[src/rtl/relu_activation.sv]
// Registered ReLU stage with optional leaky slope and upper clamp.
// One-deep output register with valid/ready handshake on both sides.
module relu_activation #(
    parameter int unsigned      NBITS       = 16,
    parameter int unsigned      FRAC_BITS   = 8,
    parameter int unsigned      LEAKY_SHIFT = 0,
    parameter int unsigned      CLAMP_EN    = 0,
    parameter logic [NBITS-1:0] CLAMP_MAX   = 'h0600
) (
    input  logic             clk,
    input  logic             rst,
    input  logic             in_valid,
    output logic             in_ready,
    input  logic [NBITS-1:0] val,
    output logic             out_valid,
    input  logic             out_ready,
    output logic [NBITS-1:0] result
);

    // FRAC_BITS only documents the fixed-point format; reject impossible formats.
    if (FRAC_BITS >= NBITS) begin : g_bad_frac
        $error("relu_activation: FRAC_BITS must be below NBITS");
    end
    if (CLAMP_MAX[NBITS-1]) begin : g_bad_clamp
        $error("relu_activation: CLAMP_MAX must be non-negative");
    end

    logic             accept;
    logic [NBITS-1:0] act;

    assign in_ready = !out_valid || out_ready;
    assign accept   = in_valid && in_ready;

    // Activation function: negative -> zero or arithmetic shift, positive -> optional clamp.
    always_comb begin
        act = val;
        if (val[NBITS-1]) begin
            if (LEAKY_SHIFT == 0) begin
                act = '0;
            end else begin
                act = NBITS'($signed(val) >>> LEAKY_SHIFT);
            end
        end else if ((CLAMP_EN != 0) && (val > CLAMP_MAX)) begin
            act = CLAMP_MAX;
        end
    end

    // Output register; result keeps its last value after a drain.
    always_ff @(posedge clk or posedge rst) begin
        if (rst) begin
            out_valid <= 1'b0;
            result    <= '0;
        end else if (accept) begin
            out_valid <= 1'b1;
            result    <= act;
        end else if (out_ready) begin
            out_valid <= 1'b0;
        end
    end

endmodule

[config.mk]
export PLATFORM = sky130hd
export DESIGN_NAME = relu_activation
export DESIGN_NICKNAME = d
export VERILOG_FILES = /design/src/rtl/relu_activation.sv
export SDC_FILE = /design/constraint.sdc
export NUM_CORES = 1
export LEC_CHECK = 0
export CORE_MARGIN = 8
export CORE_UTILIZATION = 42
export DETAILED_ROUTE_END_ITERATION = 7
export GPL_ROUTABILITY_DRIVEN = 0
export PLACE_DENSITY_LB_ADDON = 0.12
export SETUP_SLACK_MARGIN = 0.15
export SLEW_MARGIN = 5
export SYNTH_ARGS = -nofsm -noshare
export SYNTH_HDL_FRONTEND = slang
export SYNTH_SLANG_ARGS = --single-unit
[constraint.sdc]
create_clock -name clk -period 1.9 [get_ports clk]
set_clock_uncertainty 0.1 [all_clocks]
set_input_delay 0.57 -clock clk [delete_from_list [all_inputs] [get_ports clk]]
set_output_delay 0.57 -clock clk [all_outputs]
set_load 0.03 [all_outputs]
==> impl_metrics.csv, run 1 <==
group,metric,value,unit
run_status,status,"finished, final reports clean",
clocking,htree_levels,1,
routing,vias,533,
clocking,clkSinkCount,16,
pwr,p_total,0.000911,W
timing,rsz0062_at_grt,"no",
clocking,cts_buffers,3,
global_route,grt_util_met2,16.0,%
floorplan,die-area,3470,µm²
setup_path,rr_endpoint,"result[11]",
synth,yosys_warnings,0,
synth,synth.top_cells.by_area,"dfrtp_1, mux2_4, nor2b_1, mux2_2, buf_12",
global_route,grt_pass1_wl,2.64,mm
setup_path,cp_max_fo,2,
synth,synth_top_area_share,51.8,%
setup_path,critPathKind,"in2out",
setup_path,crit_path_top_delay_cell,"dlygate4sd2_1",
final_layout,layout.nets,117,
worst_hold_path,holdPathEnd,"result[13]",
synth,synth_edf_count,0,
placement,place_inst,115,
setup_path,reg2reg_depth,5,
timing,fmax,576,MHz
global_route,grtUsageMet3,4.57,%
routing,wl_per_cell,13.0,µm
final_layout,fillers,147,
setup_path,r2r_start,"out_valid",
routing,ant_nets,0,
final_layout,drive_gt1_share,32.3,%
floorplan,fp-row-count,15,
clocking,cts_tree,"yes",
routing,drc_errors,0,
placement,hpwl,1.21,mm
global_route,grt_usage,9.83,%
global_route,grt-busiest-layer,"met2",
synth,synthCells,54,
timing,fin_crit_sh,91.4,%
synth,syn_area_per_cell,14.3,µm²
routing,dr.pass1.iters,2,
floorplan,initial_core_util,44.8,%
floorplan,die_h,58.9,µm
final_layout,instances_no_fill,121,
setup_path,cp_cell_sequence,"dlygate4sd2_1 -> nand2b_4 -> buf_6",
worst_hold_path,hold_depth,1,
setup_path,max_stage_delay,0.23,ns
setup_path,rrSetupSlack,0.39,ns
global_route,antenna_found_initial,0,
floorplan,io_pins,38,
clocking,clockBufferDepth,2,
clocking,cts.reportedPaths.clkPinSlew,0.09,ns
synth,syn-cell-area,773,µm²
routing,routed_via_density,4.40,
final_layout,seqCellArea,400,µm²
final_layout,multi_input_area,337,µm²
routing,dr.first_iter.drc_count,7,
setup_path,crit_path_start,"out_ready",
pwr,power.density,772,nW/µm²
pwr,p_leak,0.585,nW
synth,synth_most_common_cell,"dfrtp_1",
synth,yosysTopAreaCell,"dfrtp_1",
synth,synth_seq_cells,16,
setup_path,worst_ep_required_time,1.23,ns
synth,synth_cell_types,12,
timing,hold_ws,0.406,ns
global_route,met1_usage,10.3,%
synth,synth_common_cells,"dfrtp_1, nor2b_1, mux2_4, mux2_2",
floorplan,core,1730,µm²
setup_path,endpoint_kind,"primary output",
placement,post-place-ws,-0.0947,ns
timing,period_needed,1.74,ns
timing,finalHoldViolCount,0,
flow_run,maxCapViolCount,0,
timing,slew_violations,0,
clocking,cts_root_buf,"clkbuf_4",
synth,syn_nets,74,
floorplan,die_w,58.9,µm
timing,layout_setup_ws,0.164,ns
worst_hold_path,hp-start,"result[13]",
global_route,grt_max_degree,17,
synth,async_flop_share,100,%
setup_path,start_kind,"input port",
pwr,vdd_drop_max,0.000636,V
setup_path,cp.arrival,1.07,ns
global_route,grt_pass1_vias,597,
final_layout,antenna-diode-count,0,
global_route,grt_overflow,0,
timing,setup_viol,0,
synth,yosysSeqAreaShare,51.8,%
placement,portBuffers,36,
final_layout,areaGrowthSynthToFinish,52.6,%
clocking,clk_latency,0.28,ns
worst_hold_path,hold_class,"reg2reg",
routing,totalWireLength,1.58,mm
synth,synth_top_flop_cell,"dfrtp_1",
[layout by cell type, fill, tap and decap left out]
cell type,Yosys,routed
clkbuf_4,0,3
dlygate4sd2_1,0,6
mux2_2,5,5
mux2_4,10,10
inv_1,1,1
nand2b_4,1,1
clkdlybuf4s15_1,0,7
or2b_1,1,1
clkbuf_8,0,1
nor2b_1,15,15
buf_6,0,1
conb_1,1,1
nand2_4,1,1
clkdlybuf4s50_1,0,18
buf_4,1,5
clkbuf_2,0,4
dfrtp_1,16,16
[layout make-up]
| cell class | count | share of cell area [%] |
|---|---|---|
| flip-flops and latches | 16 | 33.9 |
| repair buffers | 41 | 31.5 |
| multi-input cells | 34 | 28.5 |
| clock buffers | 4 | 3.08 |
| well taps | 25 | 2.65 |
| inverters | 1 | 0.318 |
[what timing repair did]
item                       4_1_cts  5_1_grt
setup endpoints to repair       17       12
setup buffers                    1        1
hold buffers                     0        0
resized for setup               18       15
[flip-flops by register name (all words and copies together) (netlist names)]
register,cells
result,15
out_valid,1
[critical path: cells and delay by family]
family	cells	cell delay [ns]
simple gates	1	0.14
buf+inv	2	0.36
[through the flow]
stage | TNS (ns) | utilization (%) | area [µm²]
3_5_place_dp | -0.593 | 66.7 | 1150
2_1_floorplan | 0 | - | 773
6_report | 0 | 68.3 | 1180
3_3_place_gp | -0.299 | 66.7 | 1150
4_1_cts | 0 | 68.3 | 1180
5_1_grt | 0 | 68.3 | 1180
[worst max path at each step]
stage / end / cells after the start
after floorplan: result[0] / 4
after global placement: in_ready / 3
after detailed placement: in_ready / 3
after CTS: out_valid / 1
after global routing: result[10] / 1
final: in_ready / 3
[power breakdown]
group	leakage [nW]	switching [W]	internal, W	total [W]
Sequential	0.204	0.0000212	0.000381	0.000402
Combinational	0.360	0.000149	0.000144	0.000293
Clock	0.0210	0.000100	0.000116	0.000217
Total	0.585	0.000270	0.000641	0.000911
[routing by layer]
metal  wire [µm]  vias up  share of wire, %
met4          16        0               1.0
met2         785       20                50
met3         111        2               7.0
met5           0        -                 0
li1            -      256                 -
met1         667      255                42
[cells by family after synthesis]
group,after synthesis,share of synthesized area (%)
buffers and inverters,4,4.69
multiplexers,15,26.7
flip-flops,16,51.8
other,1,0.485
AND/OR/NAND/NOR,18,16.3
(Power assumes the default switching activity.)
==> inputs of run 2 (changes only) <==
- ABC_CLOCK_PERIOD_IN_PS: default -> 2100
- TNS_END_PERCENT: default -> 10
- clock period: 1.9 -> 2.1 ns (I/O delays scaled with it)
==> impl_metrics.csv, run 2 (same netlist as run 1, synthesis figures left out) <==
group,metric,value,unit
run_status,status,"finished, final reports clean",
floorplan,die_w,58.9,µm
final_layout,largest_register,"result",
setup_path,worst_ep_required_time,1.37,ns
timing,period_needed,1.88,ns
setup_path,start_kind,"input port",
clocking,cts_root_buf,"clkbuf_4",
setup_path,r2r_start,"out_valid",
placement,portBuffers,36,
floorplan,die-area,3470,µm²
setup_path,max_stage_delay,0.23,ns
floorplan,die_h,58.9,µm
global_route,antenna_found_initial,0,
setup_path,critPathKind,"in2out",
placement,dpl_cell_area,1140,µm²
final_layout,areaGrowthSynthToFinish,47.7,%
worst_hold_path,hp-start,"result[13]",
placement,place_inst,113,
final_layout,largest_reg_flops,15,
global_route,grt_overflow,0,
pwr,vdd_drop_max,0.000521,V
clocking,cts.reportedPaths.clkPinSlew,0.08,ns
timing,slew_violations,0,
final_layout,layout.nets,113,
final_layout,antenna-diode-count,0,
floorplan,initial_core_util,44.8,%
global_route,grt_usage,10.0,%
clocking,clkSinkCount,16,
floorplan,core,1730,µm²
final_layout,fillers,151,
clocking,htree_levels,1,
final_layout,drive_gt1_share,24.2,%
final_layout,layout_common_cells,"clkdlybuf4s50_1, dlygate4sd2_1, dfrtp_1",
routing,drc_errors,0,
timing,setup_viol,0,
clocking,postCtsSetupBuffers,0,
pwr,power.share.clock,19.8,%
final_layout,instances_no_fill,116,
setup_path,cp_cell_sequence,"dlygate4sd2_1 -> nand2b_4 -> buf_6",
clocking,cts_buffers,3,
timing,fmax,531,MHz
worst_hold_path,holdPathEnd,"result[13]",
setup_path,cp.arrival,1.15,ns
timing,rsz0062_at_grt,"no",
global_route,grt_max_degree,17,
global_route,grt_pass1_vias,557,
setup_path,reg2reg_depth,3,
setup_path,cp_max_fo,3,
routing,ant_nets,0,
worst_hold_path,hold_class,"reg2reg",
routing,vias,527,
routing,routed_via_density,4.54,
routing,dr.pass1.iters,2,
placement,hpwl,1.24,mm
routing,totalWireLength,1.63,mm
timing,relSlewSlack,59.8,%
pwr,power.density,677,nW/µm²
final_layout,final_common_cell,"clkdlybuf4s50_1",
setup_path,rrSetupSlack,0.83,ns
routing,dr.first_iter.drc_count,9,
flow_run,maxCapViolCount,0,
setup_path,crit_path_top_delay_cell,"dlygate4sd2_1",
clocking,cts_tree,"yes",
pwr,p_leak,0.582,nW
timing,worst_slew_pin_slew,0.602,ns
final_layout,stdcell_area,1140,µm²
routing,wl_per_cell,14.1,µm
clocking,clk_latency,0.27,ns
timing,fin_crit_sh,89.7,%
pwr,power.switching,0.000239,W
setup_path,endpoint_kind,"primary output",
setup_path,rr_endpoint,"result[10]",
timing,finalHoldViolCount,0,
pwr,p_sw_share,30.9,%
pwr,sequentialPowerShare,46.8,%
pwr,internal_power,0.000534,W
floorplan,io_pins,38,
clocking,clockBufferDepth,2,
final_layout,reg_top3,"result: 15 flops, out_valid: 1 flops",
global_route,grt_pass1_wl,2.57,mm
floorplan,fp-row-count,15,
pwr,pwr-share-comb,33.4,%
worst_hold_path,hold_depth,1,
==> run 2: cell types whose count changed in the layout (fill, tap and decap cells not counted) <==
| cell | before | now |
|---|---|---|
| clkbuf_8 | 1 | 0 |
| buf_4 | 5 | 1 |
| clkdlybuf4s15_1 | 7 | 0 |
| dlygate4sd2_1 | 6 | 17 |
| clkbuf_2 | 4 | 0 |
==> run 2: how the worst max path moves through the flow <==
stage                            to  depth (start not counted)  slack (ns)       from
after floorplan           result[0]                          4        0.49  out_ready
after CTS                  in_ready                          3        0.21  out_ready
final                      in_ready                          3        0.22  out_ready
after global routing       in_ready                          3        0.20  out_ready
after global placement     in_ready                          3      -0.004  out_ready
after detailed placement   in_ready                          3       -0.02  out_ready
==> run 2: per-layer routing <==
layer,wire [µm],part of all wire [%],global-route usage [%],vias to the layer above
met5,0,0,0,-
met4,14,0.86,7.17,0
met3,84,5.2,4.13,2
met2,857,53,16.2,18
met1,673,41,10.2,256
li1,-,-,-,251
==> run 2: layout make-up <==
cell class                      instances  area (µm²)  area share, %
Clock buffer                            3        22.5           1.97
Inverter                                1        3.75          0.329
Multi-Input combinational cell         34         337           29.5
Sequential cell                        16         400           35.0
Tap cell                               25        31.3           2.74
Timing Repair Buffer                   37         348           30.4
==> run 2: power by group through the flow <==
stage          combinational [W]  clock, W  sequential [W]
2_1_floorplan          0.0000927         0        0.000444
3_3_place_gp            0.000285         0        0.000369
3_5_place_dp            0.000289         0        0.000370
4_1_cts                 0.000264  0.000163        0.000363
5_1_grt                 0.000274  0.000180        0.000366
6_report                0.000258  0.000153        0.000362
==> run 2: metrics by stage <==
stage / hold WS [ns] / total power [W] / TNS [ns] / worst slack (ns) / util (%)
2_1_floorplan: 0.444 / 0.000537 / 0 / 0.494 / -
3_3_place_gp: 0.388 / 0.000655 / -0.00443 / -0.00443 / 65.9
3_5_place_dp: 0.392 / 0.000659 / -0.0227 / -0.0227 / 65.9
4_1_cts: 0.407 / 0.000790 / 0 / 0.211 / 66.2
5_1_grt: 0.419 / 0.000820 / 0 / 0.205 / 66.2
6_report: 0.401 / 0.000774 / 0 / 0.215 / 66.2
==> run 2: what timing repair did <==
item | in CTS | in global routing
endpoints found under the hold margin | 0 | 0
hold buffers | 0 | 0
resized for setup | 18 | 0
endpoints found under the setup margin | 17 | 0
==> run 2: critical path: cells and delay by family <==
kind,cells,cell delay (ns)
AND/OR/NAND/NOR,1,0.15
buffers and inverters,2,0.37
